### config.mk
export PLATFORM = sky130hd
export DESIGN_NAME = mem_port_arbiter
export DESIGN_NICKNAME = d
export VERILOG_FILES = /design/src/rtl/mem_port_arbiter.sv
export SDC_FILE = /design/constraint.sdc
export NUM_CORES = 1
export LEC_CHECK = 0
export BUFFER_PORTS_ARGS = -buffer_cell sky130_fd_sc_hd__buf_2
export CORE_AREA = 4 4 195 197
export DETAILED_ROUTE_END_ITERATION = 7
export DIE_AREA = 0 0 199 201
export PLACE_DENSITY = 0.54
export SLEW_MARGIN = 20
export SYNTH_ARGS = -nofsm -noshare
export SYNTH_HDL_FRONTEND = slang
export SYNTH_SLANG_ARGS = --single-unit
### constraint.sdc
create_clock -name clk -period 6.9 [get_ports clk]
set_input_delay 2.07 -clock clk [delete_from_list [all_inputs] [get_ports clk]]
set_output_delay 2.07 -clock clk [all_outputs]
set_load 0.05 [all_outputs]
### src/rtl/mem_port_arbiter.sv
// Shares one memory port between the instruction-fetch and data-access channels.
// One transaction at a time, data preferred, with a starvation counter that guarantees fetch progress.
module mem_port_arbiter #(
    parameter int unsigned STARVE_LIMIT = 4
) (
    input  logic        clk,
    input  logic        reset,
    input  logic        ireq_valid,
    input  logic [63:0] ireq_addr,
    output logic        iresp_data_ok,
    output logic [31:0] iresp_data,
    input  logic        dreq_valid,
    input  logic [63:0] dreq_addr,
    input  logic [2:0]  dreq_size,
    input  logic [7:0]  dreq_strobe,
    input  logic [63:0] dreq_data,
    output logic        dresp_data_ok,
    output logic [63:0] dresp_data,
    output logic        mreq_valid,
    output logic [63:0] mreq_addr,
    output logic [2:0]  mreq_size,
    output logic [7:0]  mreq_strobe,
    output logic [63:0] mreq_data,
    input  logic        mresp_data_ok,
    input  logic [63:0] mresp_data,
    output logic        owner
);

    typedef enum logic [0:0] {
        ST_IDLE = 1'b0,
        ST_BUSY = 1'b1
    } state_t;

    localparam logic [3:0] LIMIT_C = 4'(STARVE_LIMIT);

    state_t      r_state;
    logic        r_owner;
    logic        r_dropped;
    logic [3:0]  r_starve_cnt;
    logic [63:0] r_addr;
    logic [2:0]  r_size;
    logic [7:0]  r_strobe;
    logic [63:0] r_data;

    logic        w_grant_d;
    logic        w_grant_i;
    logic        w_owner_valid;
    logic        w_done;

    // Arbitration decode: data wins unless fetch has been passed over STARVE_LIMIT times.
    always_comb begin
        w_grant_d = 1'b0;
        w_grant_i = 1'b0;
        if (dreq_valid && (!ireq_valid || (r_starve_cnt != LIMIT_C))) begin
            w_grant_d = 1'b1;
        end else if (ireq_valid) begin
            w_grant_i = 1'b1;
        end else begin
            w_grant_d = 1'b0;
            w_grant_i = 1'b0;
        end
    end

    // Grant FSM, request latches, starvation counter and abandoned-request flag.
    always_ff @(posedge clk or posedge reset) begin
        if (reset) begin
            r_state      <= ST_IDLE;
            r_owner      <= 1'b0;
            r_dropped    <= 1'b0;
            r_starve_cnt <= 4'd0;
            r_addr       <= 64'd0;
            r_size       <= 3'd0;
            r_strobe     <= 8'd0;
            r_data       <= 64'd0;
        end else begin
            case (r_state)
                ST_IDLE: begin
                    if (w_grant_d) begin
                        r_state   <= ST_BUSY;
                        r_owner   <= 1'b1;
                        r_dropped <= 1'b0;
                        r_addr    <= dreq_addr;
                        r_size    <= dreq_size;
                        r_strobe  <= dreq_strobe;
                        r_data    <= dreq_data;
                        if (!ireq_valid) begin
                            r_starve_cnt <= 4'd0;
                        end else if (r_starve_cnt != LIMIT_C) begin
                            r_starve_cnt <= r_starve_cnt + 4'd1;
                        end
                    end else if (w_grant_i) begin
                        r_state      <= ST_BUSY;
                        r_owner      <= 1'b0;
                        r_dropped    <= 1'b0;
                        r_addr       <= ireq_addr;
                        r_size       <= 3'd2;
                        r_strobe     <= 8'd0;
                        r_data       <= 64'd0;
                        r_starve_cnt <= 4'd0;
                    end else begin
                        r_starve_cnt <= 4'd0;
                    end
                end
                ST_BUSY: begin
                    // Memory cannot abort, so a withdrawn request still runs to completion.
                    if (!w_owner_valid) begin
                        r_dropped <= 1'b1;
                    end
                    if (mresp_data_ok) begin
                        r_state <= ST_IDLE;
                    end
                end
                default: begin
                    r_state <= ST_IDLE;
                end
            endcase
        end
    end

    // Response routing and shared-port drive from the latched request.
    always_comb begin
        w_owner_valid = r_owner ? dreq_valid : ireq_valid;
        w_done        = (r_state == ST_BUSY) && mresp_data_ok && w_owner_valid && !r_dropped;
        iresp_data_ok = w_done && !r_owner;
        dresp_data_ok = w_done && r_owner;
        if (r_addr[2]) begin
            iresp_data = mresp_data[63:32];
        end else begin
            iresp_data = mresp_data[31:0];
        end
        dresp_data  = mresp_data;
        mreq_valid  = (r_state == ST_BUSY);
        mreq_addr   = r_addr;
        mreq_size   = r_size;
        mreq_strobe = r_strobe;
        mreq_data   = r_data;
        owner       = r_owner;
    end

endmodule

# After elaboration in Yosys (flattened, before gate mapping)

Cells that the tools add are included.

Reduce and logical (&&, ||, !) cells: 14
Equal/unequal tests: 4
Bitwise logic cells: 1
Mux-type cells: 25
Add/sub/neg operators: 1
$lt $le $gt $ge: 0
Divide/modulo/power cells: 0
Shift operators: 0
Multiply operators: 0

Operators by type and width:

| kind                  | number |
|---|---|
| $mux W64              | 4 |
| $mux W32              | 1 |
| $mux W8               | 2 |
| $mux W4               | 3 |
| $mux W1               | 11 |
| $logic_and A1 B1 Y1   | 6 |
| $mux W3               | 2 |
| $reduce_and A2 Y1     | 3 |
| $add A4 B1 Y4 const B | 1 |
| $ne A4 B3 Y1 const B  | 1 |
| $pmux W1 S2           | 2 |
| $logic_not A1 Y1      | 3 |
| $ne A3 B2 Y1 const B  | 1 |
| $ne A3 B3 Y1 const B  | 1 |
| $ne A2 B2 Y1 const B  | 1 |
| $reduce_bool A2 Y1    | 1 |
| $logic_or A1 B1 Y1    | 1 |
| $not A1 Y1            | 1 |

Word-level logic and storage cells: 53
Bits in latches: 0
ROM bits: 0
Output and inout port bits: 239
Input port bits: 272
Bits in writable memories: 0
Register bits: 146
Memories: 0

# Logic depth before layout (Yosys ltp)

Depth in word-level cells: 7
Gate-level depth with buffers: 7
Gate-level depth less buffers: 5

# Worst setup path after synthesis

Ideal clock, no wire load.

Kind: input to output
Start point: input dreq_valid
End point: output dresp_data_ok
Stages on the path: 4
Arrival time: 4.144 ns
Setup slack: 0.686 ns
Data required time: 4.830 ns
Path buffers: 2
Cells stage by stage: buf_2 > clkbuf_1 > inv_1 > nor4_1

Longest elaborated chain between the ends: 4

RTL lines:

| what                             | RTL line | text |
|---|---|---|
| from (decl)                      | 12       | `input logic dreq_valid,` |
| $mux W1                          | 122      | `w_owner_valid = r_owner ? dreq_valid : ireq_valid;` |
| $logic_and A1 B1 Y1 (2 in a row) | 123      | `w_done = (r_state == ST_BUSY) && mresp_data_ok && w_owner_valid && !r_dropped;` |
| $logic_and A1 B1 Y1              | 125      | `dresp_data_ok = w_done && r_owner;` |
| to (decl)                        | 17       | `output logic dresp_data_ok,` |

No other way between the ends.

# Worst setup path in the final report

Ends and elaborated chain as after synthesis.

==> flow_metrics.tcl <==
set metrics [dict create \
    hold_path_class "reg2reg" \
    synth_edf_count 0 \
    syn_nets 949 \
    antenna_found_initial 1 \
    first_pass_iters 5 \
    ys_ff_latch 146 \
    num-fill-cells 3869 \
    place_area_sq_um 9510 \
    die_y_um 201 \
    power.leakage_nw 5.17 \
    cp_max_fo 3 \
    drt_wl_total_mm 29.3 \
    synth_top_area_cell "dfrtp_1" \
    post-cts-setup-buffers 0 \
    p_int_mw 2.29 \
    r2r_slack_ns 3.74 \
    ant_nets 0 \
    numCtsBuffers 17 \
    clkLatencyLatePin_ns 0.44 \
    critPathKind "in2out" \
    drtIter0Drc 294 \
    syn_avg_cell_area_sq_um 10.5 \
    synth_top_area_share_pct 51.4 \
    rr_endpoint "mreq_addr[54]$_DFFE_PP0P_" \
    tightest_slew_ns 0.988 \
    clk_pin_slew_worst_paths_ns 0.07 \
    total_power_mw 4.61 \
    regArea_sq_um 3650 \
    grt_max_degree 78 \
    num_vias 6951 \
    grtUsageTotal_pct 13.8 \
    crit_required_ns 4.83 \
    synth_flop_cell "dfrtp_1" \
    fin_crit_ns 4.92 \
    ys_seq_area_share_pct 51.4 \
    place_congestion 0.890 \
    multi_input_area_sq_um 2610 \
    synthMostInstantiatedCell "dfrtp_1" \
    cap_violations 0 \
    grt_pass1_wl_mm 42.1 \
    fin_worst_skew_ns 0.0134 \
    hold_violations 0 \
    layout-drive-gt1-share_pct 53.6 \
    initial_core_util_pct 19.6 \
    synthToLayoutAreaGrowth_pct 42.5 \
    ctsResizeCount 0 \
    setup-violations-final 0 \
    p_seq_share_pct 27.7 \
    cts.sink_count 146 \
    combPwrFrac_pct 49.9 \
    yosysUniqueCellTypes 30 \
    layout.nets 1360 \
    fmax_ghz 0.203 \
    tns_ns 0 \
    yosysWarnings 0 \
    vias_per_cell 4.43 \
    cts_htree_levels 4 \
    cts_tree "done" \
    startpoint "dreq_valid" \
    port_buffers 510 \
    rows 70 \
    sw_frac_of_total_pct 50.3 \
    r2r-start "r_starve_cnt[0]$_DFFE_PP0P_" \
    wire_per_inst_um 18.7 \
    max_slew_margin_pct 34.1 \
    crit_path_end "dresp_data_ok" \
    fin_ws_ns 1.98 \
    cts_hold_buffers 0 \
    powerDensity_nw_per_um2 455 \
    root_buffer "clkbuf_16" \
    route.detailed.drc 0 \
    synth_area_sq_um 7110 \
    ys_async_sr_fraction_pct 100 \
    rsz0062_at_grt "false" \
    netlist_top_cells_count "146 x dfrtp_1, 133 x nand2_1, 74 x a22o_1" \
    critical_path_arrival_ns 2.85 \
    io-pin-count 511 \
    end_kind "primary output" \
    power_frac_clock_pct 22.3 \
    timing.final.crit_share_pct 71.3 \
    clk_path_buf_depth 2 \
    hpwl_mm 21.5 \
    finalInstanceArea_sq_um 10100 \
    r2r_cells 7 \
    switchingPower_mw 2.32 \
    core_area_sq_um 36300 \
    syn_inst 675 \
    dp_slack_ns 1.99 \
    gr-total-overflow 0 \
    dieArea_sq_um 40000 \
    drv_slew 0 \
    start_kind "primary input" \
    status "completed" \
    synth.area.top_cells "dfrtp_1 51%, a22o_1 9.1%, nand2_1 7.0%" \
    ir_worst_vdd_mv 0.195 \
    grt_pass1_vias 6803 \
    die_w_um 199 \
]
[critical path: stages]
cell	delay [ns]
buf_2	0.11
inv_1	0.08
nor4_1	0.28
buf_2	0.31
[state kept, by name (all words and copies together) (netlist names)]
signal,count
mreq_addr,64
mreq_data,64
mreq_strobe,8
r_starve_cnt,4
mreq_size,3
mreq_valid,1
owner,1
r_dropped,1
[metrics by stage]
| stage | util (%) | hold WS [ns] | std cells |
|---|---|---|---|
| floorplan | - | 0.486 | 675 |
| global placement | 26.2 | 0.474 | 1535 |
| detailed placement | 26.2 | 0.480 | 1535 |
| CTS | 28.0 | 0.495 | 1567 |
| global route | 28.0 | 0.507 | 1567 |
| finish | 28.0 | 0.491 | 1568 |
[layer usage]
layer | GRT usage [%] | wire length, um | up-vias
met5 | 0 | 13 | -
met4 | 5.03 | 642 | 2
met3 | 5.49 | 3050 | 31
met2 | 21.0 | 13400 | 359
met1 | 17.7 | 12200 | 3344
li1 | - | - | 3215
[logic make-up (layout without fill, tap and decap cells)]
| kind of cell | after synthesis | in the layout | synth area share (%) |
|---|---|---|---|
| other | 0 | 1 | 0 |
| DFF | 146 | 146 | 51.4 |
| muxes | 33 | 33 | 5.21 |
| adders and majority gates | 2 | 2 | 0.352 |
| buffers and inverters | 135 | 559 | 12.4 |
| and+or+nand+nor | 208 | 208 | 13.7 |
| AOI/OAI and AO/OA | 151 | 151 | 17.0 |
[power by group through the flow]
stage	combinational (mW)	clock, mW	sequential (mW)
3_3_place_gp	2.32	0	1.29
5_1_grt	2.42	1.10	1.31
3_5_place_dp	2.32	0	1.29
6_report	2.30	1.03	1.28
4_1_cts	2.33	1.07	1.28
2_1_floorplan	0.806	0	2.23
[final cells by class]
cell class                      count  share of cell area (%)
Sequential cell                   146                    36.0
Timing Repair Buffer              520                    25.9
Multi-Input combinational cell    394                    25.7
Tap cell                          468                    5.77
Clock buffer                       19                    4.27
Clock inverter                     13                    1.95
Inverter                            7                   0.308
Antenna cell                        1                  0.0247
[how the worst min path moves through the flow]
stage | from | slack, ns | to | cells past startpoint
CTS | mreq_addr[15]$_DFFE_PP0P_ | 0.50 | mreq_addr[15]$_DFFE_PP0P_ | 2
detailed placement | mreq_addr[15]$_DFFE_PP0P_ | 0.48 | mreq_addr[15]$_DFFE_PP0P_ | 2
floorplan | r_starve_cnt[3]$_DFFE_PP0P_ | 0.49 | r_starve_cnt[3]$_DFFE_PP0P_ | 2
global placement | mreq_addr[45]$_DFFE_PP0P_ | 0.47 | mreq_addr[45]$_DFFE_PP0P_ | 2
global route | mreq_data[12]$_DFFE_PP0P_ | 0.51 | mreq_data[12]$_DFFE_PP0P_ | 1
finish | mreq_addr[25]$_DFFE_PP0P_ | 0.49 | mreq_addr[25]$_DFFE_PP0P_ | 2
[layout by cell type, fill, tap and decap left out, types with 3 or more instances in the layout]
| master | n |
|---|---|
| inv_8 | 3 |
| o211ai_1 | 64 |
| dfrtp_1 | 146 |
| o21ai_0 | 4 |
| clkbuf_16 | 17 |
| buf_4 | 10 |
| nand4_1 | 65 |
| inv_6 | 4 |
| inv_1 | 5 |
| buf_2 | 510 |
| mux2_2 | 32 |
| nand2_1 | 133 |
| o22ai_1 | 3 |
| a22o_1 | 74 |
| bufinv_16 | 4 |
Power figures use the tool's default switching activity.
